--- src/rtl/mem_arbiter.sv ---
// Round-robin arbiter that shares one single-port word memory between the fetch (I)
// and load/store (D) requesters, with byte-lane formatting and load extension.
module mem_arbiter #(
  parameter int unsigned DEPTH = 1024
) (
  input  logic        clk,
  input  logic        rst_n,
  input  logic        i_req,
  input  logic [31:0] i_addr,
  output logic        i_ack,
  output logic [31:0] i_rdata,
  output logic        i_err,
  input  logic        d_req,
  input  logic        d_we,
  input  logic [1:0]  d_size,
  input  logic        d_unsigned,
  input  logic [31:0] d_addr,
  input  logic [31:0] d_wdata,
  output logic        d_ack,
  output logic [31:0] d_rdata,
  output logic        d_err,
  output logic [31:0] mem_address,
  output logic [31:0] mem_datain,
  output logic        mem_wen,
  output logic        mem_ren,
  output logic [3:0]  mem_byte_selector,
  input  logic [31:0] mem_dataout
);

  typedef enum logic [1:0] {IDLE, ISSUE, WAIT, RESP} state_t;

  state_t      state, state_next;
  logic        last_d;
  logic        gnt_d, t_we, t_uns, t_err;
  logic [1:0]  t_size, t_off;

  logic        req_any, grant_d, sel_we, err_c;
  logic [31:0] sel_addr, wdata_c, load_c;
  logic [1:0]  sel_size;
  logic [3:0]  lanes_c;
  logic [7:0]  byte_v;
  logic [15:0] half_v;

  // Grant decision and request formatting, evaluated only while IDLE
  always_comb begin
    state_next = state;
    req_any    = i_req | d_req;
    grant_d    = d_req & (~i_req | ~last_d);
    sel_addr   = grant_d ? d_addr : i_addr;
    sel_size   = grant_d ? d_size : 2'b10;
    sel_we     = grant_d & d_we;
    err_c      = ({2'b00, sel_addr[31:2]} >= DEPTH);
    lanes_c    = 4'b1111;
    wdata_c    = d_wdata;
    case (sel_size)
      2'b00: begin
        lanes_c = 4'b0001 << sel_addr[1:0];
        wdata_c = {4{d_wdata[7:0]}};
      end
      2'b01: begin
        lanes_c = sel_addr[1] ? 4'b1100 : 4'b0011;
        wdata_c = {2{d_wdata[15:0]}};
        if (sel_addr[0]) err_c = 1'b1;
      end
      2'b10: begin
        if (sel_addr[1:0] != 2'b00) err_c = 1'b1;
      end
      default: err_c = 1'b1;
    endcase

    case (state)
      IDLE:    if (req_any) state_next = ISSUE;
      ISSUE:   state_next = WAIT;
      WAIT:    state_next = RESP;
      default: state_next = IDLE;
    endcase
  end

  // Lane extraction and sign/zero extension of the returned word
  always_comb begin
    byte_v = mem_dataout[{t_off, 3'b000} +: 8];
    half_v = t_off[1] ? mem_dataout[31:16] : mem_dataout[15:0];
    case (t_size)
      2'b00:   load_c = t_uns ? {24'b0, byte_v} : {{24{byte_v[7]}}, byte_v};
      2'b01:   load_c = t_uns ? {16'b0, half_v} : {{16{half_v[15]}}, half_v};
      default: load_c = mem_dataout;
    endcase
  end

  always_ff @(posedge clk or negedge rst_n) begin
    if (!rst_n) state <= IDLE;
    else        state <= state_next;
  end

  // Transaction latch, memory strobes and response registers
  always_ff @(posedge clk or negedge rst_n) begin
    if (!rst_n) begin
      last_d            <= 1'b1;
      gnt_d             <= 1'b0;
      t_we              <= 1'b0;
      t_uns             <= 1'b0;
      t_err             <= 1'b0;
      t_size            <= 2'b00;
      t_off             <= 2'b00;
      i_ack             <= 1'b0;
      i_rdata           <= '0;
      i_err             <= 1'b0;
      d_ack             <= 1'b0;
      d_rdata           <= '0;
      d_err             <= 1'b0;
      mem_address       <= '0;
      mem_datain        <= '0;
      mem_wen           <= 1'b0;
      mem_ren           <= 1'b0;
      mem_byte_selector <= '0;
    end else begin
      i_ack   <= 1'b0;
      d_ack   <= 1'b0;
      mem_ren <= 1'b0;
      mem_wen <= 1'b0;
      case (state)
        IDLE: begin
          if (req_any) begin
            gnt_d             <= grant_d;
            last_d            <= grant_d;
            t_we              <= sel_we;
            t_uns             <= d_unsigned;
            t_err             <= err_c;
            t_size            <= sel_size;
            t_off             <= sel_addr[1:0];
            mem_address       <= {2'b00, sel_addr[31:2]};
            mem_byte_selector <= lanes_c;
            mem_datain        <= sel_we ? wdata_c : 32'b0;
            mem_ren           <= ~err_c & ~sel_we;
            mem_wen           <= ~err_c & sel_we;
          end
        end
        WAIT: begin
          if (gnt_d) begin
            d_ack   <= 1'b1;
            d_err   <= t_err;
            d_rdata <= (t_err | t_we) ? 32'b0 : load_c;
          end else begin
            i_ack   <= 1'b1;
            i_err   <= t_err;
            i_rdata <= t_err ? 32'b0 : mem_dataout;
          end
        end
        default: ;
      endcase
    end
  end

endmodule

--- config.mk ---
export PLATFORM = sky130hd
export DESIGN_NAME = mem_arbiter
export DESIGN_NICKNAME = d
export VERILOG_FILES = /design/src/rtl/mem_arbiter.sv
export SDC_FILE = /design/constraint.sdc
export NUM_CORES = 1
export LEC_CHECK = 0
export ABC_AREA = 0
export CAP_MARGIN = 40
export CORE_AREA = 3 3 117 148
export CTS_CLUSTER_DIAMETER = 60
export DETAILED_ROUTE_END_ITERATION = 7
export DIE_AREA = 0 0 120 151
export PLACE_DENSITY = 0.8
export SETUP_SLACK_MARGIN = 0.05
export SYNTH_ARGS = -nofsm -noshare
export SYNTH_HDL_FRONTEND = slang
export SYNTH_SLANG_ARGS = --single-unit
--- constraint.sdc ---
create_clock -name clk -period 3.3 [get_ports clk]
set_input_delay 0.495 -clock clk [delete_from_list [all_inputs] [get_ports clk]]
set_output_delay 0.495 -clock clk [all_outputs]
set_load 0.01 [all_outputs]
# Word-level counts from Yosys, hierarchy flattened
# Cells that the tools add are included.
# Widths: inputs -> output; s select.
[totals]
register_bits = 147
latchBits = 0
ramBits = 0
mem_bits_ro = 0
inputBits = 136
output_inout_bits = 138
n_memories = 0
[op_classes]
addsub = 0
mul = 0
n_div = 0
magnitude_cmp = 1
eq_ne = 6
n_shift = 2
mux = 25
bitwise = 12
n_reduce_logical = 7
[ops]
columns = ["cell", "count"]
rows = [
  ["$mux 32", 6],
  ["$pmux 32 s2", 2],
  ["$shiftx 32x6->8", 1],
  ["$ge 30x11->1 const B", 1],
  ["$mux 16", 1],
  ["$mux 1", 10],
  ["$pmux 4 s2", 1],
  ["$eq 2x1->1 const B", 3],
  ["$logic_not 2->1", 3],
  ["$pmux 2 s3", 1],
  ["$reduce_and 2->1", 3],
  ["$not 1->1", 5],
  ["$and 1x1->1", 4],
  ["$eq 2x2->1 const B", 2],
  ["$mux 2", 2],
  ["$mux 4", 1],
  ["$shl 1x2->4 const A", 1],
  ["$or 1x1->1", 3],
  ["$pmux 1 s3", 1],
  ["$ne 2x2->1 const B", 1],
  ["$reduce_bool 2->1", 1],
]

# Longest topological paths before layout
# Gate-level depths: netlist of the first run.
[logic_depth]
word_depth = 11
mapped_depth = 10

# Worst setup path after synthesis of the first run
# Ideal clock, no wire load.
[synth_path]
kind = "input-to-reg"
startpoint = "input d_req"
endpoint = "register mem_byte_selector[1]"
arrival_time_ns = 2.369
required_time_ns = 3.206
slack_ns = 0.837
path_stages = 10
cell_sequence = "a21bo_1 buf_6 nor2_8 buf_2 ha_1 clkbuf_1 clkbuf_1 inv_1 o2111a_1 a211oi_1"
[synth_via]
elab_chain_len = 4
elab_cells_between_ends = 10
classes_between = "eq/ne: 1; shift: 1; mux: 4; bitwise: 2; reduce/logical: 2"
[synth_rtl]
columns = ["element", "line_no", "text"]
rows = [
  ["start, declared", "13", "input logic d_req,"],
  ["$and 1x1->1", "48", "grant_d = d_req & (~i_req | ~last_d);"],
  ["$mux 2 or $mux 32 (tied branches)", "50, 49", ""],
  ["$eq 2x1->1 (tied with other cells)", "55", "case (sel_size)"],
  ["$pmux 4 s2", "55", ""],
  ["end signal, assigned", "132", "mem_byte_selector <= lanes_c;"],
  ["end, declared", "26", "output logic [3:0] mem_byte_selector,"],
]
# Several ways; a longest one is shown, not always the timed one.
# A chain may end at the register's enable or synchronous reset.

# Worst setup path in the final report of the first run
[layout_path]
startpoint = "input d_req"
endpoint = "register mem_datain[25]"
[layout_via]
elab_chain_len = 5
elab_cells_between_ends = 9
classes_between = "eq/ne: 1; mux: 3; bitwise: 3; reduce/logical: 2"
[layout_rtl]
columns = ["element", "line_no", "text"]
rows = [
  ["$and 1x1->1", "48", ""],
  ["$mux 2", "50", "sel_size = grant_d ? d_size : 2'b10;"],
  ["$eq 2x1->1 or $logic_not 2->1 (tied branches)", "55", ""],
  ["$pmux 32 s2", "55", ""],
  ["$mux 32", "133", "mem_datain <= sel_we ? wdata_c : 32'b0;"],
  ["end signal, assigned", "133", ""],
  ["end, declared", "23", "output logic [31:0] mem_datain,"],
]
# Several ways; a longest one is shown, not always the timed one.

==> results of run 1 <==
==> worst register-to-register path, delay by kind of cell, from the launching register on <==
family,cells,cell delay (ps)
flip-flops,1,390
adder cells (fa/ha/maj),1,720
AND/OR/NAND/NOR,1,280
AO/OA/AOI/OAI,4,800
==> layer usage <==
metal	GRT usage	wire length, µm	share of wire
met5	0	0	0
met4	0.0997	673	0.031
met3	0.0560	1400	0.064
met2	0.417	11100	0.50
met1	0.300	8820	0.40
==> power groups by stage <==
stage	Combinational, mW	Clock [mW]	Sequential, mW
global placement	3.90	0	3.04
finish	3.94	2.16	3.04
floorplan	1.69	0	3.26
CTS	3.98	2.20	3.04
global route	4.28	2.29	3.13
detailed placement	3.96	0	3.06
==> what timing repair did <==
item / CTS / global route
endpoints found under the hold margin: 16 / 0
resized for setup: 0 / 0
hold buffers: 1 / 0
==> cell families (layout without fill, tap and decap cells) <==
logic type,count (synthesis),in the layout,synth area share
compound gates,193,193,0.185
fa+ha+maj,7,7,0.0125
buf+inv,70,328,0.0448
flops,147,147,0.525
mux,21,21,0.0432
other cells,1,3,0.000535
simple gates,295,295,0.188
==> placed cells by master, fill, tap and decap left out, types with 2 or more instances in the layout <==
cell               n
nor2_1            61
a32o_1             8
o21ai_0           92
a211oi_1           4
and3_1             2
mux2i_1            4
clkbuf_16         17
nor4_1             9
nand4_1            4
nand2b_1          45
nand2_1          153
conb_1             2
nand3_1            3
buf_12             2
dfrtp_1          146
ha_1               7
nor3_1             5
mux2_2            11
nor2b_1            5
bufinv_16          5
mux4_2             4
inv_6              4
buf_4             11
a221o_1           17
a22o_1            26
clkdlybuf4s50_1  270
and2_1             2
a21oi_1            2
a31oi_1           33
inv_1              9
clkinvlp_4         2
clkinv_4           2
a32oi_1            3
==> sequential cells by signal (all words and copies together), names as in the netlist, 2 cells and up <==
name               count
d_rdata               32
i_rdata               32
mem_datain            32
mem_address           30
mem_byte_selector      4
state                  2
t_off                  2
t_size                 2
==> area by class of cell <==
type,count,area (µm²)
Clock buffer,18,439
Timing Repair Buffer,286,2870
Inverter,10,37.5
Fill cell,1307,5500
Sequential cell,147,3680
Antenna cell,1,2.50
Clock inverter,14,223
Multi-Input combinational cell,518,3040
Tap cell,216,270
==> worst paths after layout <==
| kind | end | cells after the start |
|---|---|---|
| max | mem_datain[25] | 7 |
| min | i_rdata[3] | 2 |
| max reg2reg | mem_datain[25] | 6 |
| min reg2reg | i_rdata[10] | 2 |
| max in group asynchronous | last_d | 3 |
| min in group clk | i_rdata[10] | 2 |
==> results.py, run 1 <==
metrics = {
    "setup_path": {
        "crit_type": "in2reg",
        "cpMostUsedCell": "o21ai_0",
        "slowest_stage": "ha_1",
        "r2r-start": "last_d",
        "rrSetupSlack_ps": 1030,
        "worstPathCellList": "clkdlybuf4s50_1, a21bo_1, nor2_8, ha_1, a22o_1, o21ai_0, o21ai_0",
        "end_kind": "register",
        "crit_start": "d_req",
        "critical_path_arrival_ps": 2990,
        "cp_max_fo": 20,
        "required_ps": 3630,
        "critical_path.startpoint_type": "primary input",
        "crit_family": "compound AO/OA/AOI/OAI gates",
        "slowest_delay_ps": 710,
        "crit_buf_inv": 1,
    },
    "detailed_routing": {
        "ant_nets": 0,
        "vias_per_cell": 5.32,
        "via_count": 6442,
        "drtIter0Drc": 540,
        "drc": 0,
        "routedWlPerCell_um": 18.2,
        "dr.pass1.iters": 7,
        "drt-total-wl_um": 22000,
    },
    "power": {
        "p_per_area_mw_per_mm2": 865,
        "power_leakage_nw": 4.45,
        "totalPowerFinal_mw": 9.14,
        "power_frac_comb": 0.431,
        "power.internal_mw": 6.01,
        "vdd_drop_max_mv": 0.422,
        "switchingPower_mw": 3.13,
        "seq_power_share": 0.333,
        "pwr-share-clk": 0.237,
        "swShare": 0.342,
    },
    "floorplanning": {
        "die_height_um": 151,
        "rows": 52,
        "die_area_mm2": 0.0181,
        "start_util": 0.436,
        "top_level_ports": 274,
        "dieWidth_um": 120,
        "fp.coreArea_mm2": 0.0161,
    },
    "final_layout": {
        "fin_util": 0.658,
        "nets": 1123,
        "fin_area_mm2": 0.0106,
        "drive_gt1_frac": 0.0735,
        "instances_no_fill": 1210,
        "area_growth_pct": 50.8,
    },
    "clock_network": {
        "h-tree-depth": 4,
        "numClockSinks": 147,
        "cts_root_buffer": "clkbuf_16",
        "post_cts_buffers": 0,
        "clockBufferDepth": 2,
        "tritoncts": "done",
        "path_clk_slew_ps": 60,
        "cts_buffers": 17,
        "clk_latency_ps": 420,
    },
    "placement": {
        "gp_congestion": 0.906,
        "dpl_worst_slack_ps": 232,
        "port_buffers": 271,
        "place_area_mm2": 0.00989,
        "placed_cells": 1176,
        "dp_hpwl_um": 15900,
    },
    "global_route": {
        "grtUsageTotal": 0.244,
        "overflow": 0,
        "grt_pass1_wl_um": 34900,
        "antenna_found_initial": 1,
        "grt_max_degree": 84,
        "first_global_vias": 6365,
    },
    "synthesis": {
        "yosysUniqueCellTypes": 47,
        "synthFlopType": "dfrtp_1",
        "synth.avg_cell_area_um2": 9.54,
        "ys_seq_area_frac": 0.525,
        "synth_area_mm2": 0.00701,
        "synth_most_common_cell": "nand2_1",
        "yosys_warnings": 0,
        "synthCells": 734,
        "ys_async_sr_fraction": 1.00,
        "netlist_top_cells_area": "dfrtp_1 52%, nand2_1 8.2%, o21ai_0 6.6%, nand2b_1 4.1%, nor2_1 3.3%",
        "synthTopCellsByCount": "153 x nand2_1, 146 x dfrtp_1, 92 x o21ai_0",
        "synth_edf_count": 0,
        "synth-seq-cells": 147,
        "yosysTopAreaCell": "dfrtp_1",
        "synth_top_area_share": 0.522,
    },
    "timing": {
        "setup_viol": 0,
        "period_share": 0.805,
        "timing.hold.ws_ps": 477,
        "rsz0062_at_grt": "no",
        "worstMarginPinSlew_ps": 881,
        "period_needed_ps": 2660,
        "final_hold_viol_count": 0,
        "clock-skew-final_ps": 11.3,
        "maxSlewViolCount": 0,
        "finalWorstSetupSlack_ps": 642,
        "clock.fmax_ghz": 0.376,
        "setup_tns_ps": 0,
        "maxSlewHeadroom": 0.413,
    },
    "run": {
        "max-cap-violations": 0,
    },
    "status": {
        "outcome": "complete, no violations",
    },
    "hold_path": {
        "hp-class": "in2async",
    },
}
No activity file was read; power rests on OpenSTA's default activity.
==> run 2: changes to the inputs <==
Settings changed: CORE_AREA 3 3 117 148 to 3 3 123 154, DIE_AREA 0 0 120 151 to 0 0 126 157, PLACE_DENSITY 0.8 to 0.76.
Clock period 3.3 ns to 2.25 ns, I/O delays scaled along.
==> run 2 against run 1 <==
  * Critical path depth is 2 higher
  * Die area increased by 9.2%
  * Cell count is 3.0% higher
  * Flip-flop and latch count is the same
  * Worst setup slack got worse by 480 ps
  * First-iteration DRC count increased by 12%
  * Clock skew shrank 4.0 ps
  * Sequential power grew 44%
  * Routed wire length grew 6.1%
  * Sequential share of layout area fell by 0.79 points
  * Non-clock buffer count grew 29
  * Highest routed layer unchanged
==> results.py, run 2 (synthesized netlist as in run 1, its figures left out) <==
metrics = {
    "floorplanning": {
        "rows": 54,
        "fp.coreArea_mm2": 0.0176,
        "top_level_ports": 274,
        "start_util": 0.399,
        "die_height_um": 157,
        "dieWidth_um": 126,
        "die_area_mm2": 0.0198,
    },
    "timing": {
        "maxSlewViolCount": 0,
        "clock.fmax_ghz": 0.478,
        "rsz0062_at_grt": "no",
        "period_needed_ps": 2090,
        "clock-skew-final_ps": 7.36,
        "setup_viol": 0,
        "period_share": 0.930,
        "setup_tns_ps": 0,
        "worstMarginPinSlew_ps": 655,
        "final_hold_viol_count": 0,
        "maxSlewHeadroom": 0.559,
    },
    "setup_path": {
        "critical_path_arrival_ps": 2400,
        "required_ps": 2560,
        "slowest_delay_ps": 510,
        "critical_path.startpoint_type": "primary input",
        "worstPathCellList": "clkdlybuf4s50_1, a21bo_2, nor2_8, inv_2, ha_1, nor4_2, nand4_1, a22o_1, a221o_1",
        "slowest_stage": "clkdlybuf4s50_1",
        "cp_max_fo": 4,
        "rr_worst_depth": 8,
        "end_kind": "register",
        "crit_type": "in2reg",
        "reg2reg_to": "t_err",
        "rrSetupSlack_ps": 200,
        "r2r-start": "last_d",
    },
    "final_layout": {
        "drive_gt1_frac": 0.105,
        "largest_registers": "d_rdata: 32 flops, i_rdata: 32 flops, mem_datain: 32 flops",
        "mostFrequentLayoutCell": "clkdlybuf4s50_1",
        "fin_area_mm2": 0.0108,
        "nets": 1152,
        "layout_common_cells": "270 x clkdlybuf4s50_1, 152 x nand2_1, 146 x dfrtp_1",
        "area_growth_pct": 54.3,
        "instances_no_fill": 1246,
        "diodes": 0,
    },
    "global_route": {
        "antenna_found_initial": 0,
        "grt_pass1_wl_um": 36600,
        "grtUsageTotal": 0.233,
        "overflow": 0,
        "grt_max_degree": 56,
        "first_global_vias": 6702,
    },
    "hold_path": {
        "worstHoldEndpoint": "t_uns",
        "holdCritStartpoint": "d_unsigned",
        "hp-class": "in2reg",
        "hold_path_depth": 3,
    },
    "placement": {
        "port_buffers": 271,
        "place_area_mm2": 0.0102,
        "dp_hpwl_um": 17300,
        "gp_congestion": 0.873,
        "placed_cells": 1213,
    },
    "clock_network": {
        "post_cts_buffers": 0,
        "cts_root_buffer": "clkbuf_16",
        "clk_latency_ps": 430,
        "h-tree-depth": 4,
        "tritoncts": "done",
        "path_clk_slew_ps": 60,
        "cts_buffers": 17,
        "numClockSinks": 147,
        "clockBufferDepth": 2,
    },
    "power": {
        "totalPowerFinal_mw": 13.4,
        "vdd_drop_max_mv": 0.628,
        "power_leakage_nw": 4.58,
        "p_per_area_mw_per_mm2": 1240,
    },
    "detailed_routing": {
        "drc": 0,
        "via_count": 6654,
        "vias_per_cell": 5.34,
        "dr.pass1.iters": 5,
        "drtIter0Drc": 607,
        "ant_nets": 0,
        "routedWlPerCell_um": 18.7,
        "drt-total-wl_um": 23300,
    },
    "run": {
        "max-cap-violations": 0,
    },
    "status": {
        "outcome": "complete, no violations",
    },
}
[run 2: changes by cell type in the layout (fill, tap and decap cells not counted), sizes merged]
cell | previous run | this run
bufinv | 5 | 2
clkbuf | 18 | 19
clkinv | 3 | 4
buf | 15 | 44
diode | 1 | 0
clkinvlp | 2 | 3
[run 2: layer usage]
| layer | GRT usage | share of wire |
|---|---|---|
| met1 | 0.280 | 0.40 |
| met2 | 0.403 | 0.51 |
| met3 | 0.0526 | 0.061 |
| met4 | 0.102 | 0.033 |
| met5 | 0 | 0 |
[run 2: timing repair]
action | CTS | global route
hold buffers | 1 | 0
endpoints found under the hold margin | 51 | 0
setup endpoints to repair | 0 | 16
resized for setup | 0 | 4
[run 2: where the power goes]
group / total, mW / switching, mW / internal [mW]
Combinational: 6.12 / 2.88 / 3.24
Clock: 2.90 / 1.19 / 1.71
Sequential: 4.39 / 0.649 / 3.74
Total: 13.4 / 4.72 / 8.69
[run 2: worst max path at each step]
stage                     startpoint       endpoint  slack (ps)
after CTS                     last_d          t_err         100
after detailed placement       d_req          t_err        -340
final                          d_req          t_err         160
after floorplan               last_d          t_err          50
after global placement         d_req          t_err        -270
after global routing           d_req  mem_datain[8]          60
[run 2: cell type report]
class,instances,area [µm²]
flip-flops and latches,147,3680
clock inverters,13,149
inverters,10,37.5
clock buffers,19,453
fillers,1493,6760
well taps,224,280
multi-input cells,518,3070
repair buffers,315,3140
[run 2: critical path: cells and delay by family]
| family | cells | cell delay [ps] |
|---|---|---|
| AOI/OAI and AO/OA | 3 | 840 |
| buffers and inverters | 2 | 560 |
| and+or+nand+nor | 3 | 430 |
| adders and majority gates | 1 | 230 |
[run 2: through the flow]
step	worst slack (ps)	hold WS, ps	util
2_1_floorplan	50.0	41.9	-
3_3_place_gp	-274	350	0.580
3_5_place_dp	-336	353	0.580
4_1_cts	98.6	431	0.615
5_1_grt	60.2	472	0.615
6_report	159	448	0.615
==> run 3: changes to the inputs <==
Settings changed: TNS_END_PERCENT set to 30.
==> results of run 3 <==
Final layout, timing and power as in run 2 (identical DEF).
